File: src/rtl/ram_sched_pkg.sv
// Shared constants and types for the nibble-serial RAM port scheduler.
package ram_sched_pkg;

  localparam int unsigned RAM_PINS        = 4;
  localparam int unsigned RAM_LOG2_CYCLES = 2;
  localparam int unsigned ADDR_BITS       = 16;
  localparam int unsigned TRANS_DELAY     = 2;

  // Upper bound on requester-id width carried through the in-flight pipe.
  localparam int unsigned ID_MAX_W        = 8;

  // One in-flight slot: whether a word is outstanding and who asked for it.
  typedef struct packed {
    logic                valid;
    logic [ID_MAX_W-1:0] id;
  } inflight_t;

  // Requester-id width, never narrower than one bit.
  function automatic int unsigned id_width(input int unsigned n);
    return (n > 1) ? $clog2(n) : 1;
  endfunction

endpackage

File: src/rtl/ram_sched_arbiter.sv
// Grant logic for the RAM port scheduler.
// Macro RAM_SCHED_RR_EN: round-robin with a last-grant pointer register;
// undefined: fixed priority, lowest index wins, no state.
module ram_sched_arbiter #(
  parameter int unsigned NUM_REQ = 2,
  parameter int unsigned ID_W    = 1
) (
`ifdef RAM_SCHED_RR_EN
  input  logic               clk,
  input  logic               rst_n,
`endif
  input  logic [NUM_REQ-1:0] i_req_valid,
  input  logic               i_strobe,
  output logic [NUM_REQ-1:0] o_grant,
  output logic [ID_W-1:0]    o_grant_id
);

  logic [NUM_REQ-1:0] w_pick;
  logic [ID_W-1:0]    w_pick_id;
  logic               w_found;

`ifdef RAM_SCHED_RR_EN
  logic [ID_W-1:0] r_ptr;

  // Pick the first asserting requester after the last granted one.
  // Split into two ascending passes (above pointer, then wrap) instead of a modulo walk.
  always_comb begin
    int unsigned p;
    p         = 32'(r_ptr);
    w_pick    = '0;
    w_pick_id = '0;
    w_found   = 1'b0;
    for (int unsigned i = 0; i < NUM_REQ; i++) begin
      if (!w_found && (i > p) && i_req_valid[i]) begin
        w_found   = 1'b1;
        w_pick[i] = 1'b1;
        w_pick_id = ID_W'(i);
      end
    end
    for (int unsigned i = 0; i < NUM_REQ; i++) begin
      if (!w_found && (i <= p) && i_req_valid[i]) begin
        w_found   = 1'b1;
        w_pick[i] = 1'b1;
        w_pick_id = ID_W'(i);
      end
    end
  end

  // Pointer follows the last transfer; resets so requester 0 wins first.
  always_ff @(posedge clk or negedge rst_n) begin
    if (!rst_n) begin
      r_ptr <= ID_W'(NUM_REQ - 1);
    end else if (|o_grant) begin
      r_ptr <= w_pick_id;
    end
  end
`else
  // Fixed priority: lowest asserting index wins.
  always_comb begin
    w_pick    = '0;
    w_pick_id = '0;
    w_found   = 1'b0;
    for (int unsigned i = 0; i < NUM_REQ; i++) begin
      if (!w_found && i_req_valid[i]) begin
        w_found   = 1'b1;
        w_pick[i] = 1'b1;
        w_pick_id = ID_W'(i);
      end
    end
  end
`endif

  // Grants exist only on the arbitration cycle of each slot.
  always_comb begin
    o_grant    = i_strobe ? w_pick : '0;
    o_grant_id = w_pick_id;
  end

endmodule

File: src/rtl/ram_port_scheduler.sv
// Arbiter and slot sequencer for the shared nibble-serial RAM port.
// Issues one granted address per slot, LS nibble first, and assembles the
// word returning TRANS_DELAY slots later into a tagged one-cycle response.
// Macro RAM_SCHED_RR_EN selects round-robin arbitration (default: fixed priority).
module ram_port_scheduler #(
  parameter int unsigned NUM_REQ         = 2,
  parameter int unsigned RAM_PINS        = ram_sched_pkg::RAM_PINS,
  parameter int unsigned RAM_LOG2_CYCLES = ram_sched_pkg::RAM_LOG2_CYCLES,
  parameter int unsigned ADDR_BITS       = ram_sched_pkg::ADDR_BITS,
  parameter int unsigned TRANS_DELAY     = ram_sched_pkg::TRANS_DELAY
) (
  input  logic                                         clk,
  input  logic                                         rst_n,
  input  logic [NUM_REQ-1:0]                           req_valid,
  input  logic [NUM_REQ*ADDR_BITS-1:0]                 req_addr,
  output logic [NUM_REQ-1:0]                           req_ready,
  output logic [RAM_PINS-1:0]                          addr_bits,
  input  logic [RAM_PINS-1:0]                          data_bits,
  output logic                                         rsp_valid,
  output logic [ram_sched_pkg::id_width(NUM_REQ)-1:0]  rsp_id,
  output logic [ADDR_BITS-1:0]                         rsp_data,
  output logic                                         idle
);

  import ram_sched_pkg::*;

  localparam int unsigned RAM_CYCLES = 1 << RAM_LOG2_CYCLES;
  localparam int unsigned ID_W       = id_width(NUM_REQ);

  logic [RAM_LOG2_CYCLES-1:0]    r_sub;
  logic                          w_strobe;
  logic [NUM_REQ-1:0]            w_grant;
  logic [ID_W-1:0]               w_grant_id;
  logic                          w_xfer;
  logic [ADDR_BITS-1:0]          w_sel_addr;

  logic [ADDR_BITS-1:0]          r_addr;
  logic [ID_W-1:0]               r_id;
  logic                          r_issue;

  inflight_t                     r_flight [TRANS_DELAY];
  inflight_t                     w_head;
  logic                          w_any_flight;

  logic [ADDR_BITS-RAM_PINS-1:0] r_asm;
  logic [ADDR_BITS-1:0]          w_word;

  logic                          r_rsp_valid;
  logic [ID_W-1:0]               r_rsp_id;
  logic [ADDR_BITS-1:0]          r_rsp_data;
  logic                          r_idle;

  assign w_strobe = (r_sub == '1);
  assign w_xfer   = |w_grant;
  assign w_head   = r_flight[TRANS_DELAY-1];

  ram_sched_arbiter #(
    .NUM_REQ (NUM_REQ),
    .ID_W    (ID_W)
  ) u_arb (
`ifdef RAM_SCHED_RR_EN
    .clk         (clk),
    .rst_n       (rst_n),
`endif
    .i_req_valid (req_valid),
    .i_strobe    (w_strobe),
    .o_grant     (w_grant),
    .o_grant_id  (w_grant_id)
  );

  // Address of the winning requester.
  always_comb begin
    w_sel_addr = '0;
    for (int unsigned i = 0; i < NUM_REQ; i++) begin
      if (w_grant_id == ID_W'(i)) w_sel_addr = req_addr[i*ADDR_BITS +: ADDR_BITS];
    end
  end

  // Free-running slot phase counter.
  always_ff @(posedge clk or negedge rst_n) begin
    if (!rst_n) r_sub <= '0;
    else        r_sub <= r_sub + 1'b1;
  end

  // Latch the granted request; the following slot issues it.
  always_ff @(posedge clk or negedge rst_n) begin
    if (!rst_n) begin
      r_addr  <= '0;
      r_id    <= '0;
      r_issue <= 1'b0;
    end else if (w_strobe) begin
      r_issue <= w_xfer;
      if (w_xfer) begin
        r_addr <= w_sel_addr;
        r_id   <= w_grant_id;
      end
    end
  end

  // Serialise the address one nibble per cycle of an issue slot.
  always_comb begin
    addr_bits = '0;
    if (r_issue) begin
      for (int unsigned k = 0; k < RAM_CYCLES; k++) begin
        if (r_sub == RAM_LOG2_CYCLES'(k)) addr_bits = r_addr[k*RAM_PINS +: RAM_PINS];
      end
    end
  end

  // In-flight pipe: entry enters when its issue slot ends, head marks the return slot.
  always_ff @(posedge clk or negedge rst_n) begin
    if (!rst_n) begin
      for (int unsigned i = 0; i < TRANS_DELAY; i++) r_flight[i] <= '0;
    end else if (w_strobe) begin
      r_flight[0] <= '{valid: r_issue, id: ID_MAX_W'(r_id)};
      for (int unsigned i = 1; i < TRANS_DELAY; i++) r_flight[i] <= r_flight[i-1];
    end
  end

  // Any word outstanding in the pipe.
  always_comb begin
    w_any_flight = 1'b0;
    for (int unsigned i = 0; i < TRANS_DELAY; i++) w_any_flight = w_any_flight | r_flight[i].valid;
  end

  // Collect the lower data nibbles of a return slot; the top nibble is taken live.
  always_ff @(posedge clk or negedge rst_n) begin
    if (!rst_n) begin
      r_asm <= '0;
    end else if (w_head.valid) begin
      for (int unsigned k = 0; k < RAM_CYCLES - 1; k++) begin
        if (r_sub == RAM_LOG2_CYCLES'(k)) r_asm[k*RAM_PINS +: RAM_PINS] <= data_bits;
      end
    end
  end

  assign w_word = {data_bits, r_asm};

  // Register the completed word at the end of the return slot.
  always_ff @(posedge clk or negedge rst_n) begin
    if (!rst_n) begin
      r_rsp_valid <= 1'b0;
      r_rsp_id    <= '0;
      r_rsp_data  <= '0;
    end else begin
      r_rsp_valid <= w_strobe & w_head.valid;
      if (w_strobe && w_head.valid) begin
        r_rsp_id   <= ID_W'(w_head.id);
        r_rsp_data <= w_word;
      end
    end
  end

  // Idle once nothing is issuing and nothing is in flight.
  always_ff @(posedge clk or negedge rst_n) begin
    if (!rst_n) r_idle <= 1'b1;
    else        r_idle <= ~(r_issue | w_any_flight);
  end

  assign req_ready = w_grant;
  assign rsp_valid = r_rsp_valid;
  assign rsp_id    = r_rsp_id;
  assign rsp_data  = r_rsp_data;
  assign idle      = r_idle;

endmodule
File: config.mk
export PLATFORM = sky130hd
export DESIGN_NAME = ram_port_scheduler
export DESIGN_NICKNAME = d
export VERILOG_FILES = /design/src/rtl/ram_sched_pkg.sv /design/src/rtl/ram_sched_arbiter.sv /design/src/rtl/ram_port_scheduler.sv
export SDC_FILE = /design/constraint.sdc
export NUM_CORES = 1
export LEC_CHECK = 0
export BUFFER_PORTS_ARGS = -buffer_cell sky130_fd_sc_hd__buf_2
export CAP_MARGIN = 25
export CORE_UTILIZATION = 40
export CTS_BUF_LIST = sky130_fd_sc_hd__clkbuf_2
export CTS_CLUSTER_SIZE = 8
export DETAILED_ROUTE_END_ITERATION = 6
export PLACE_DENSITY = 0.76
export SYNTH_ARGS = -nofsm -noshare
export SYNTH_HDL_FRONTEND = slang
export SYNTH_SLANG_ARGS = --single-unit
export TNS_END_PERCENT = 100
File: constraint.sdc
create_clock -name clk -period 1.4 [get_ports clk]
set_clock_uncertainty 0.15 [all_clocks]
set_input_delay 0.21 -clock clk [delete_from_list [all_inputs] [get_ports clk]]
set_output_delay 0.21 -clock clk [all_outputs]
set_load 0.005 [all_outputs]
After elaboration in Yosys (flattened, before gate mapping)
Index checks and enable logic that the tools add are counted.
Widths: inputs -> output; s select.
{"block": "word_totals", "inputBits": 40, "n_memories": 0, "elab_cells": 41, "latchBits": 0, "ramBits": 0, "mem_bits_ro": 0, "register_bits": 55, "output_inout_bits": 25}
{"block": "classes", "muxes": 9, "n_div": 0, "mul": 0, "eq_ne": 3, "n_shift": 0, "bitwise": 4, "reduce_logical": 9, "n_addsub": 1, "magnitude_cmp": 0}
{"op": "$mux 4", "n": 5}
{"op": "$mux 16", "n": 1}
{"op": "$reduce_and 2->1", "n": 4}
{"op": "$eq 2x2->1 const B", "n": 2}
{"op": "$add 2x1->2 const B", "n": 1}
{"op": "$eq 2x1->1 const B", "n": 1}
{"op": "$logic_and 1x1->1", "n": 2}
{"op": "$logic_not 2->1", "n": 1}
{"op": "$mux 1", "n": 2}
{"op": "$mux 2", "n": 1}
{"op": "$or 1x1->1", "n": 2}
{"op": "$reduce_or 2->1", "n": 1}
{"op": "$and 1x1->1", "n": 1}
{"op": "$logic_not 1->1", "n": 1}
{"op": "$not 1->1", "n": 1}

Depth between registers and ports, before layout
{"block": "depth", "ltp_word": 7, "mapped_depth": 5, "depth_no_buf": 5}

Cells and area by module
Synthesis repeated with hierarchy kept, for this count alone.
{"block": "unflattened", "hier_cells": 181, "area_unflattened_um2": 2387.3}
{"mod": "ram_port_scheduler", "area_per_inst_um2": 2361.0, "cells_each": 178, "instances": 1, "seq_area_each_um2": 1377.6}
{"mod": "ram_sched_arbiter", "area_per_inst_um2": 26.3, "cells_each": 3, "instances": 1, "seq_area_each_um2": 0.0}

Worst setup path after synthesis
No wires, ideal clock.
{"block": "synth_timing", "kind": "reg2reg", "from": "reg r_sub[0]", "to": "reg r_rsp_data[1], in the netlist rsp_data[1]", "required_ns": 1.125, "path_buffers": 1, "setup_ns": 0.125, "synth_period_minus_slack_ns": 1.508, "slack_ns": -0.108, "stages_incl_launch_ff": 5, "t_arrival_ns": 1.233, "cell_sequence": "dfrtp_1 ha_1 nand2_4 buf_6 mux2_4"}
{"block": "synth_via", "elab_chain_cells": 2}
{"element": "from (decl)", "line": "ram_port_scheduler.sv:30", "rtl": "logic [RAM_LOG2_CYCLES-1:0] r_sub;"}
{"element": "from (signal assigned)", "line": "ram_port_scheduler.sv:82", "rtl": "else r_sub <= r_sub + 1'b1;"}
{"element": "$eq 2x2->1", "line": "ram_port_scheduler.sv:53", "rtl": "assign w_strobe = (r_sub == '1);"}
{"element": "$logic_and 1x1->1", "line": "ram_port_scheduler.sv:147", "rtl": "if (w_strobe && w_head.valid) begin"}
{"element": "to (signal assigned)", "line": "ram_port_scheduler.sv:149", "rtl": "r_rsp_data <= w_word;"}
{"element": "to (decl)", "line": "ram_port_scheduler.sv:50", "rtl": "logic [ADDR_BITS-1:0] r_rsp_data;"}
No other way between the ends.
A chain may end at the register's enable or synchronous reset.

Final worst setup path
{"block": "layout_timing", "from": "reg r_sub[1]", "to": "out addr_bits[2]"}
{"block": "layout_via", "elab_chain_cells": 6, "elab_cells_between_ends": 9, "cone_classes": "eq/ne: 3; mux: 5; reduce/logical: 1"}
{"element": "$logic_not 2->1", "line": "ram_port_scheduler.sv:105", "rtl": "if (r_sub == RAM_LOG2_CYCLES'(k)) addr_bits = r_addr[k*RAM_PINS +: RAM_PINS];"}
{"element": "$mux 4 (3 in a row)", "line": "ram_port_scheduler.sv:105"}
{"element": "$mux 4 *", "line": "ram_port_scheduler.sv:105"}
{"element": "$mux 4 *", "line": "ram_port_scheduler.sv:103", "rtl": "if (r_issue) begin"}
{"element": "to (decl)", "line": "ram_port_scheduler.sv:17", "rtl": "output logic [RAM_PINS-1:0] addr_bits,"}
Mark *: on every way between the ends. The rest lies on a longest branch, timed or not.

==> metrics <==
placed cell count=323; initial core utilization=42.3%; Final ANT Viol Nets=0; nets=357; synth top area cells=dfrtp_1 57%, mux2_2 11%, mux2i_1 6.7%, mux2_4 5.7%, o21ai_0 4.8%; leakage power=~0.0018 µW; largest family of logic cells by synthesized area=multiplexers; Global Route Usage Sum=19.2%; top-count cell post-synth=dfrtp_1; Post-synth ARST share=100%; DP Wirelength=3330 µm; non-filler cells, final=between 300 and 400; share of post-route cells with drive strength above 1=about half; Clk Latency, worst-skew pair=0.43 ns; design area=3650 µm²; Yosys warning total=0; outcome=finished, violations left; via count=around 1900; ANT cells=0; largest area contributor in the netlist=dfrtp_1; Tcrit/Tclk final=156%; Worst setup SP type=flip-flop; vias per inst=4.81; Post-Route WL=approximately 5700 µm; post-synthesis cell type count=23; Crit path max-delay family=flip-flops; Final Hold Fails=1; fill count=~420; area share of and/or/nand/nor cells after synthesis=6.40%; Synth Flop Type=dfrtp_1; worst rel slew slack=75.3%; critical-path cell list=inv_2, ha_4, nor2b_4, a221oi_2, o21ai_1, buf_2; post-DR wirelength/cell=approximately 15 µm; Req. time, crit path=1.04 ns; adder-cell area share of the yosys netlist=2.10%; Worst-path clk slew=0.26 ns; post-synthesis compound-gate area fraction=6.92%; die area=about 6300 µm²; Die Span X=79.2 µm; largest stage delay on the critical path=0.48 ns; worst slew pin tran=0.370 ns; worst vdd ir=0.499 mV; drt pass-1 iters=4; Root Buffer=clkbuf_2; syn nets=227; CP Buf/Inv Count=2; DRC=0; pwr dens=about 820 nW/µm²; R2R setup slack=-0.29 ns; port bufs=64; fmax=0.457 GHz; register area share after synthesis=57.7%; GPL Wtd Cong=0.872; post-synthesis register bit count=between 50 and 60; CTS tree=built; initial antenna violation count=0; Synth Area in XOR/XNOR=0%; Post-Synthesis Cells=183; area fraction of the dominant cell type after synthesis=between 50% and 60%; Setup WS post-layout=-0.791 ns; hold crit path type=primary input to flip-flop; area of the mapped netlist=2390 µm²; Worst Setup End Kind=output port; Syn-to-layout area delta=52.8%; number of DRC markers in iteration 0=67; worst-path maximum fanout=7; vias in the first global route=roughly 1900; CTS Buf Count=5; worst-case clock buffer depth=2; failing checks=negative hold slack, negative setup slack; hold_buf cts=38; num rows=27; most frequent cells after synthesis=54 x dfrtp_1, 24 x mux2_2, 23 x o21ai_0; RSZ-0062 raised after global routing=yes; EDFF count, synth=0; mux cell area share after synthesis=23.7%; grt total ovfl=0; largest net degree at the start of global routing=28; slowest CP cell=dfrtp_1; Max Cap Viol=0; post-place instance area=2900 µm²; data arrival time of the worst path=1.83 ns; max-slew violations=0; Core Box Area=5640 µm²; clock sinks=55; hold_ws=-0.0689 ns; # setup viols final=57; Mean Syn Cell Area=~13 µm²; Die Ht=between 70 and 80 µm; first-pass GRT wire length=9000 µm; htree depth=2; post-layout min period=2.19 ns; I/O pin cnt=65; critical path class=flip-flop to output port
## sequential cells by signal (all words and copies together), names as in the netlist
register   count
rsp_id         1
r_flight       4
r_issue        1
rsp_data      16
r_sub          2
r_asm         12
idle           1
rsp_valid      1
r_addr        16
r_id           1
## report_power, final
group	internal [µW]	total [µW]	switching [µW]	leakage, µW
registers	1730	1820	92.6	0.000646
logic	365	562	197	0.00116
clock network	136	604	467	0.0000330
total	2230	2990	757	0.00183
## metrics by stage
stage               setup WS [ns]  util, %  total power, µW  hold slack, ns  setup TNS (ns)
global placement           -0.208     51.3             2220         -0.0103           -3.41
detailed placement         -0.356     51.3             2240        -0.00601           -5.47
global route               -0.916     64.6             3160          -0.109          -16.08
finish                     -0.791     64.6             2990         -0.0689          -11.66
floorplan                 -0.0399        -             2020          -0.236          -0.542
CTS                        -0.768     61.9             2960         -0.0982          -10.91
## layer usage
layer  global-route usage (%)  share of wire [%]  vias up
met2                     34.7                 52       67
met5                        0                  0        -
met4                     8.36                2.7        0
met3                     3.79                3.7       13
met1                     21.8                 42      877
li1                         -                  -      899
## final cells by class
class | instances | area, µm² | share of cell area, %
inverters | 5 | 18.8 | 0.515
repair buffers | 130 | 1020 | 27.9
clock inverters | 1 | 5.00 | 0.137
multi-input cells | 116 | 1100 | 30.2
flip-flops and latches | 55 | 1380 | 37.8
well taps | 72 | 90.1 | 2.47
clock buffers | 7 | 35.0 | 0.961
## worst paths after layout
kind | startpoint | endpoint | depth (start not counted)
min in group asynchronous | rst_n | rsp_data[9] | 2
max | r_sub[1] | addr_bits[2] | 6
min | req_valid[0] | r_id | 3
max reg2reg | r_sub[0] | r_asm[5] | 6
min reg2reg | r_flight[17] | idle | 1
max in group asynchronous | rst_n | idle | 3
## layout by cell type (no fill, tap or decap), types with 4 or more instances in the layout
| cell type | netlist | final |
|---|---|---|
| mux2_2 | 24 | 14 |
| dlygate4sd3_1 | 0 | 38 |
| o21ai_1 | 2 | 6 |
| mux2_4 | 9 | 19 |
| nand3_1 | 4 | 4 |
| buf_6 | 2 | 6 |
| o21ai_0 | 23 | 18 |
| buf_4 | 0 | 17 |
| buf_12 | 0 | 5 |
| nand2_1 | 19 | 16 |
| clkbuf_2 | 0 | 7 |
| dfrtp_1 | 54 | 53 |
| buf_2 | 3 | 63 |
| mux2i_1 | 16 | 16 |
## what timing repair did
item,4_1_cts,5_1_grt
gates cloned,1,0
setup endpoints to repair,57,75
resized for setup,30,11
pin swaps,2,2
endpoints found under the hold margin,87,1
buffers inserted,2,14
## tightest hold or removal path, cell delays in order
cell,delay (ns)
buf_2,0.12
and2_1,0.15
nor2_1,0.05
## kinds of logic (layout without fill, tap and decap cells)
kind of cell,Yosys count,count (layout)
muxes,49,49
AOI/OAI and AO/OA,30,30
and+or+nand+nor,33,33
buffers and inverters,12,143
DFF,55,55
adders and majority gates,4,4
(Power assumes the default switching activity.)
